`src/rtl/fuzz_stim_sequencer.sv`:
```
// Stimulus sequencer for the fuzz harness: holds the DUT in reset, builds each
// input vector from a 32-bit LCG one word per cycle, presents it, pulses a step
// strobe and hands a log record to the cycle logger over valid/ready.
module fuzz_stim_sequencer #(
    parameter int IN_W       = 260,
    parameter int WORDS      = (IN_W + 31) / 32,
    parameter int RST_CYCLES = 2,
    parameter int CNT_W      = 32
) (
    input  logic             clk,
    input  logic             rst,
    input  logic             start,
    input  logic [31:0]      seed,
    input  logic [CNT_W-1:0] num_cycles,
    output logic             dut_rst_n,
    output logic [IN_W-1:0]  in_flat,
    output logic             step,
    output logic             log_valid,
    input  logic             log_ready,
    output logic [CNT_W-1:0] log_cyc,
    output logic             busy,
    output logic             done
);

    localparam int CMAX = (WORDS > RST_CYCLES) ? WORDS : RST_CYCLES;
    localparam int CW   = $clog2(CMAX + 1);

    localparam logic [31:0] LCG_MUL = 32'h41C6_4E6D;
    localparam logic [31:0] LCG_INC = 32'h0000_3039;

    typedef enum logic [2:0] {
        S_IDLE,
        S_RST,
        S_FILL0,
        S_LOAD0,
        S_FILL,
        S_ISSUE,
        S_LOG,
        S_DONE
    } state_t;

    state_t            state_q, state_d;
    logic [CW-1:0]     cnt_q, cnt_d;
    logic [31:0]       lcg_q, lcg_d;
    logic [31:0]       lcg_next;
    logic [CNT_W-1:0]  num_q, num_d;
    logic [CNT_W-1:0]  cyc_q, cyc_d;
    logic [IN_W-1:0]   shadow_q, shadow_d;
    logic [IN_W-1:0]   in_flat_q, in_flat_d;
    logic              dut_rst_n_q, dut_rst_n_d;

    // State and datapath registers; asynchronous reset returns everything to idle.
    always_ff @(posedge clk or posedge rst) begin
        if (rst) begin
            state_q     <= S_IDLE;
            cnt_q       <= '0;
            lcg_q       <= '0;
            num_q       <= '0;
            cyc_q       <= '0;
            shadow_q    <= '0;
            in_flat_q   <= '0;
            dut_rst_n_q <= 1'b0;
        end else begin
            state_q     <= state_d;
            cnt_q       <= cnt_d;
            lcg_q       <= lcg_d;
            num_q       <= num_d;
            cyc_q       <= cyc_d;
            shadow_q    <= shadow_d;
            in_flat_q   <= in_flat_d;
            dut_rst_n_q <= dut_rst_n_d;
        end
    end

    // Next-state logic: sequencing, LCG stepping, shadow fill and vector transfer.
    always_comb begin
        state_d     = state_q;
        cnt_d       = cnt_q;
        lcg_d       = lcg_q;
        num_d       = num_q;
        cyc_d       = cyc_q;
        shadow_d    = shadow_q;
        in_flat_d   = in_flat_q;
        dut_rst_n_d = dut_rst_n_q;
        lcg_next    = lcg_q * LCG_MUL + LCG_INC;

        case (state_q)
            S_IDLE, S_DONE: begin
                if (start) begin
                    lcg_d       = seed;
                    num_d       = num_cycles;
                    cyc_d       = '0;
                    cnt_d       = '0;
                    dut_rst_n_d = 1'b0;
                    state_d     = S_RST;
                end
            end

            S_RST: begin
                if (cnt_q == CW'(RST_CYCLES - 1)) begin
                    cnt_d       = '0;
                    dut_rst_n_d = 1'b1;
                    state_d     = S_FILL0;
                end else begin
                    cnt_d = cnt_q + 1'b1;
                end
            end

            S_FILL0, S_FILL: begin
                lcg_d = lcg_next;
                // Bit-wise write so the final word truncates naturally to IN_W.
                for (int unsigned b = 0; b < IN_W; b++) begin
                    if (cnt_q == CW'(b / 32)) begin
                        shadow_d[b] = lcg_next[b % 32];
                    end
                end
                if (cnt_q == CW'(WORDS - 1)) begin
                    cnt_d   = '0;
                    state_d = (state_q == S_FILL0) ? S_LOAD0 : S_ISSUE;
                end else begin
                    cnt_d = cnt_q + 1'b1;
                end
            end

            S_LOAD0: begin
                in_flat_d = shadow_q;
                state_d   = (num_q == '0) ? S_DONE : S_FILL;
            end

            S_ISSUE: begin
                in_flat_d = shadow_q;
                state_d   = S_LOG;
            end

            S_LOG: begin
                if (log_ready) begin
                    cyc_d   = cyc_q + 1'b1;
                    state_d = (cyc_q + 1'b1 == num_q) ? S_DONE : S_FILL;
                end
            end

            default: begin
                state_d = S_IDLE;
            end
        endcase
    end

    // Outputs decoded from state and registered datapath.
    always_comb begin
        dut_rst_n = dut_rst_n_q;
        in_flat   = in_flat_q;
        step      = (state_q == S_ISSUE);
        log_valid = (state_q == S_LOG);
        log_cyc   = cyc_q;
        busy      = (state_q != S_IDLE) && (state_q != S_DONE);
        done      = (state_q == S_DONE);
    end

endmodule

```
`config.mk`:
```
export PLATFORM = sky130hd
export DESIGN_NAME = fuzz_stim_sequencer
export DESIGN_NICKNAME = d
export VERILOG_FILES = /design/src/rtl/fuzz_stim_sequencer.sv
export SDC_FILE = /design/constraint.sdc
export NUM_CORES = 2
export LEC_CHECK = 0
export ABC_AREA = 1
export BUFFER_PORTS_ARGS = -buffer_cell sky130_fd_sc_hd__buf_2
export CORE_ASPECT_RATIO = 1.1
export CORE_MARGIN = 4
export CORE_UTILIZATION = 42
export DETAILED_ROUTE_END_ITERATION = 8
export GPL_TIMING_DRIVEN = 0
export PLACE_DENSITY_LB_ADDON = 0.05
export SYNTH_ARGS = -nofsm -noshare
export SYNTH_HDL_FRONTEND = slang
export SYNTH_SLANG_ARGS = --single-unit
```
`constraint.sdc`:
```
create_clock -name clk -period 55.8 [get_ports clk]
set_clock_uncertainty 0.15 [all_clocks]
set_input_delay 5.58 -clock clk [delete_from_list [all_inputs] [get_ports clk]]
set_output_delay 5.58 -clock clk [all_outputs]
set_load 0.02 [all_outputs]
```
======== Word-level counts from Yosys, hierarchy flattened ========
Index checks and enable logic that the tools add are counted.
storage, ports and cells
  register bits ........................... 624
  output and inout bits ................... 297
  word-level logic and storage cells ...... 88
cells by class
  add/subtract/negate cells ............... 3
  reduce and logical (&&, ||, !) cells .... 27
  multiply operators ...................... 1
  mux-type cells .......................... 20
  equality and inequality tests ........... 21
operators by type and width
  operator                                                                number
  32-bit case mux with 2 select lines                                     2
  32-bit 2-to-1 mux                                                       3
  32-bit by 1-bit adder with 32-bit output (second input constant)        1
  32-bit by 14-bit adder with 32-bit output (second input constant)       1
  32-bit == test                                                          1
  32-bit zero test                                                        1
  32-bit by 31-bit multiplier with 32-bit output (second input constant)  1
  2-bit AND reduction                                                     12
  3-bit case mux with 6 select lines                                      1
  4-bit by 3-bit == test with 1-bit output (second input constant)        4
  3-bit 2-to-1 mux                                                        5
  3-bit == test (second input constant)                                   4
  4-bit 2-to-1 mux                                                        3
  4-bit case mux with 3 select lines                                      1
  4-bit by 2-bit == test with 1-bit output (second input constant)        2
  3-bit by 2-bit == test with 1-bit output (second input constant)        2
  2-bit != test (second input constant)                                   3
  3-bit AND reduction                                                     2
  2-bit nonzero test                                                      3
  3-bit nonzero test                                                      2
  2-bit OR reduction                                                      3
  4-bit by 1-bit adder with 4-bit output (second input constant)          1
  4-bit by 1-bit == test with 1-bit output (second input constant)        1
  4-bit == test (second input constant)                                   1
  other kinds (10)                                                        12

======== Depth between registers and ports, before layout ========
  word-level depth ........................ 5
  gate-level depth with buffers ........... 32
  depth with buffers taken out ............ 31

======== Worst setup path before layout ========
OpenSTA, ideal clock, no wires.
  path kind ............................... register to output
  start ................................... register state_q[0]
  end ..................................... output busy
  cell stages (with the launch flop) ...... 6
  slack ................................... 48.803 ns
  arrival ................................. 1.267 ns
  cells stage by stage .................... dfrtp_1 > inv_1 > nand2_1 > nor2_1 > nor4_1 > nand2_1
on the way
  word-level cells in the longest chain between the ends .. 2
  elaborated cells between the ends (all ways) .. 3
  classes of those cells .................. 1 x eq/ne; 2 x reduce/logical
ends and longest elaborated chain
  what                                                        RTL line  text
  from (decl)                                                 42        state_t state_q, state_d;
  from (signal assigned)                                      64        state_q <= state_d;
  3-bit != test / 3-bit nonzero test (equally long branches)  155       busy = (state_q != S_IDLE) && (state_q != S_DONE);
  1-bit logical AND *                                         155
  to (decl)                                                   21        output logic busy,
Mark *: on every way between the ends. The rest lies on a longest branch, timed or not.

======== Worst setup path after layout ========
  start ................................... register lcg_q[0]
  end ..................................... register lcg_q[20]
on the way
  word-level cells in the longest chain between the ends .. 3
ends and longest elaborated chain
  what                                            RTL line  text
  from (decl)                                     44        logic [31:0] lcg_q, lcg_d;
  from (signal assigned)                          66        lcg_q <= lcg_d;
  32-bit by 31-bit multiplier with 32-bit output  85        lcg_next = lcg_q * LCG_MUL + LCG_INC;
  32-bit by 14-bit adder with 32-bit output       85
  32-bit case mux with 2 select lines             87        case (state_q)
Every way passes these cells.
A chain may end at the register's enable or synchronous reset.

==> out/metrics.csv <==
metric,value,unit
r2r endpoint,lcg_q[20],
HP Class,register to register,
hold endpoint,shadow_q[167],
CTS tree,done,
PortBufs,364,
final period utilization,16.9,%
First-pass DRT Iterations,5,
initial DRC count,1591,
Yosys Warn Count,0,
RSZ-0062 raised after global routing,no,
boundary pin count,365,
setup total negative slack,0,ns
CTS Sinks,624,
final hold viol count,0,
fraction of registers with async set/reset,100,%
largest stage delay on the critical path,0.83,ns
max-slew violations,0,
outcome,finished clean,
CP Data Arrival Time,9.83,ns
Mapped Cells,3473,
first-pass GRT wire length,167,mm
CP most frequent cell,inv_1,
clk slew on worst S/H paths,0.06,ns
largest area contributor in the netlist,dfrtp_1,
detail-routed via count per cell,5.05,
Final GP Congestion,0.893,
Hold Crit Depth,2,
post-synthesis sequential area ratio,45.2,%
die area,0.0869,mm2
WL final,112,mm
number of core rows,110,
clock buffer count from CTS,70,
htree depth,3,
fmax,106,MHz
largest net degree at the start of global routing,125,
clk root buf,clkbuf_16,
hold path start,shadow_q[167],
# setup viols final,0,
Buf/Inv on CP,10,
vias in the first global route,26100,
# hold bufs at CTS,0,
Crit Path Max Fanout,11,
GRT overflow,0,
syn nets,3939,
"Largest delay share family, worst path",adder cells,
min Tclk post-route,9.45,ns
die width,282,um
synth-to-layout area growth,16.5,%
post-CTS setup buffers,0,
worst path required time,56.18,ns
DIE HEIGHT,309,um
Reg2Reg Setup Slack,46.35,ns
worst reg-to-reg path cell count,27,
CP max stage cell,dfrtp_1,
cts repair resizes,0,
DR DRC count,0,
Slew @ Worst Pin,1.40,ns
clock buffer depth,3,
Clock Latency Late Sink,0.63,ns
# Max-Cap Violations,0,
top_reg_cell synth,dfrtp_1,
Vias,25400,
Critical Path Sink Type,register,
share of the synthesized area in the top cell type,45.2,%
critical path startpoint category,register,
core area,0.0818,mm2
most frequent cells in the layout,"dfrtp_1 (624), nand2_1 (596), inv_1 (558)",
"Cell Area, Synth",0.0346,mm2
DP HPWL,87.0,mm
Starting Density,42.3,%
"commonest non-fill, non-tap cell in the layout",dfrtp_1,
DR WL/cell,22.3,um
synth unique cells,44,
proportion of layout cells with a drive suffix above 1,20.7,%
"FF+latch count, synth",624,
reg2reg start,lcg_q[0],
headroom to the max-slew limit,6.14,%
antenna violations before repair,4,
Area contributors post-synth,"dfrtp_1 (45%), fa_1 (11%), mux2_2 (7.7%), ha_1 (7.6%), nand2_1 (6.5%)",
GRT Util Overall,25.8,%
syn avg cell area,9.95,um2
Post-synth EDFFs,0,
Detail Route Antenna Nets,0,
Final Net Count,4382,
Setup CP Type,register to register,
-- synth_stat cells (27+ instances only) --
library cell / count
dfrtp_1: 624
nand2_1: 596
inv_1: 559
o21ai_0: 276
mux2_2: 236
ha_1: 211
fa_1: 187
nand3_1: 185
nor2_1: 162
a21oi_1: 101
clkbuf_1: 64
buf_2: 47
xor2_1: 32
o22ai_1: 27
-- cell type report --
type,instances,area [um2]
buffer,115,490
clock buffer,95,2010
inverter,571,2150
timing repair buffer,371,1990
antenna,1,2.50
tap,1064,1330
multi-input combinational,2163,16300
clock inverter,27,334
fill,7933,41500
sequential,624,15600
-- sequential cells by signal (all words and copies together) (netlist names) --
| signal | flops |
|---|---|
| log_cyc | 32 |
| cnt_q | 4 |
| lcg_q | 32 |
| num_q | 32 |
| state_q | 3 |
| shadow_q | 260 |
| in_flat | 260 |
| dut_rst_n | 1 |
-- tightest hold or removal path, delay by kind of cell (launching register included) --
kind	cells	cell delay, ns
DFF	1	0.34
and+or+nand+nor	1	0.05
AOI/OAI and AO/OA	1	0.05
-- worst max-delay path by stage --
stage | start | endpoint | slack [ns] | cells past startpoint
CTS | lcg_q[0] | lcg_q[20] | 46.17 | 27
floorplan | rst | cnt_q[0] | 32.59 | 1
global placement | rst | log_cyc[18] | 24.32 | 2
global route | lcg_q[0] | lcg_q[20] | 45.86 | 27
detailed placement | lcg_q[0] | lcg_q[20] | 46.21 | 27
finish | lcg_q[0] | lcg_q[20] | 46.35 | 27
-- metal layers --
| layer | part of all wire (%) | global-route usage [%] | vias to the layer above |
|---|---|---|---|
| li1 | - | - | 12000 |
| met1 | 43 | 33.4 | 12600 |
| met2 | 48 | 43.6 | 639 |
| met3 | 5.4 | 4.89 | 188 |
| met4 | 3.8 | 9.45 | 4 |
| met5 | 0.030 | 0 | - |
-- through the flow --
stage	setup WS (ns)	area [um2]	utilization [%]	hold slack, ns	instances
after floorplan	32.59	34600	-	0.286	3473
after CTS	46.17	40200	49.2	0.330	5030
after detailed placement	46.21	37900	46.4	0.314	4908
after global routing	45.86	40200	49.2	0.348	5030
final	46.35	40200	49.2	0.326	5031
after global placement	24.32	37700	46.1	0.307	4901
-- cells by family after synthesis --
logic type	Yosys count	synth area share, %
muxes	236	7.69
xor gates and xnor gates	55	1.63
and+or+nand+nor	1025	12.5
adders and majority gates	398	18.5
buffers and inverters	686	7.62
DFF	624	45.2
AOI/OAI and AO/OA	449	6.92
Power is left out: the tool's default activity adds up to more than one toggle a clock period on the data nets, which glitch-free logic cannot reach.
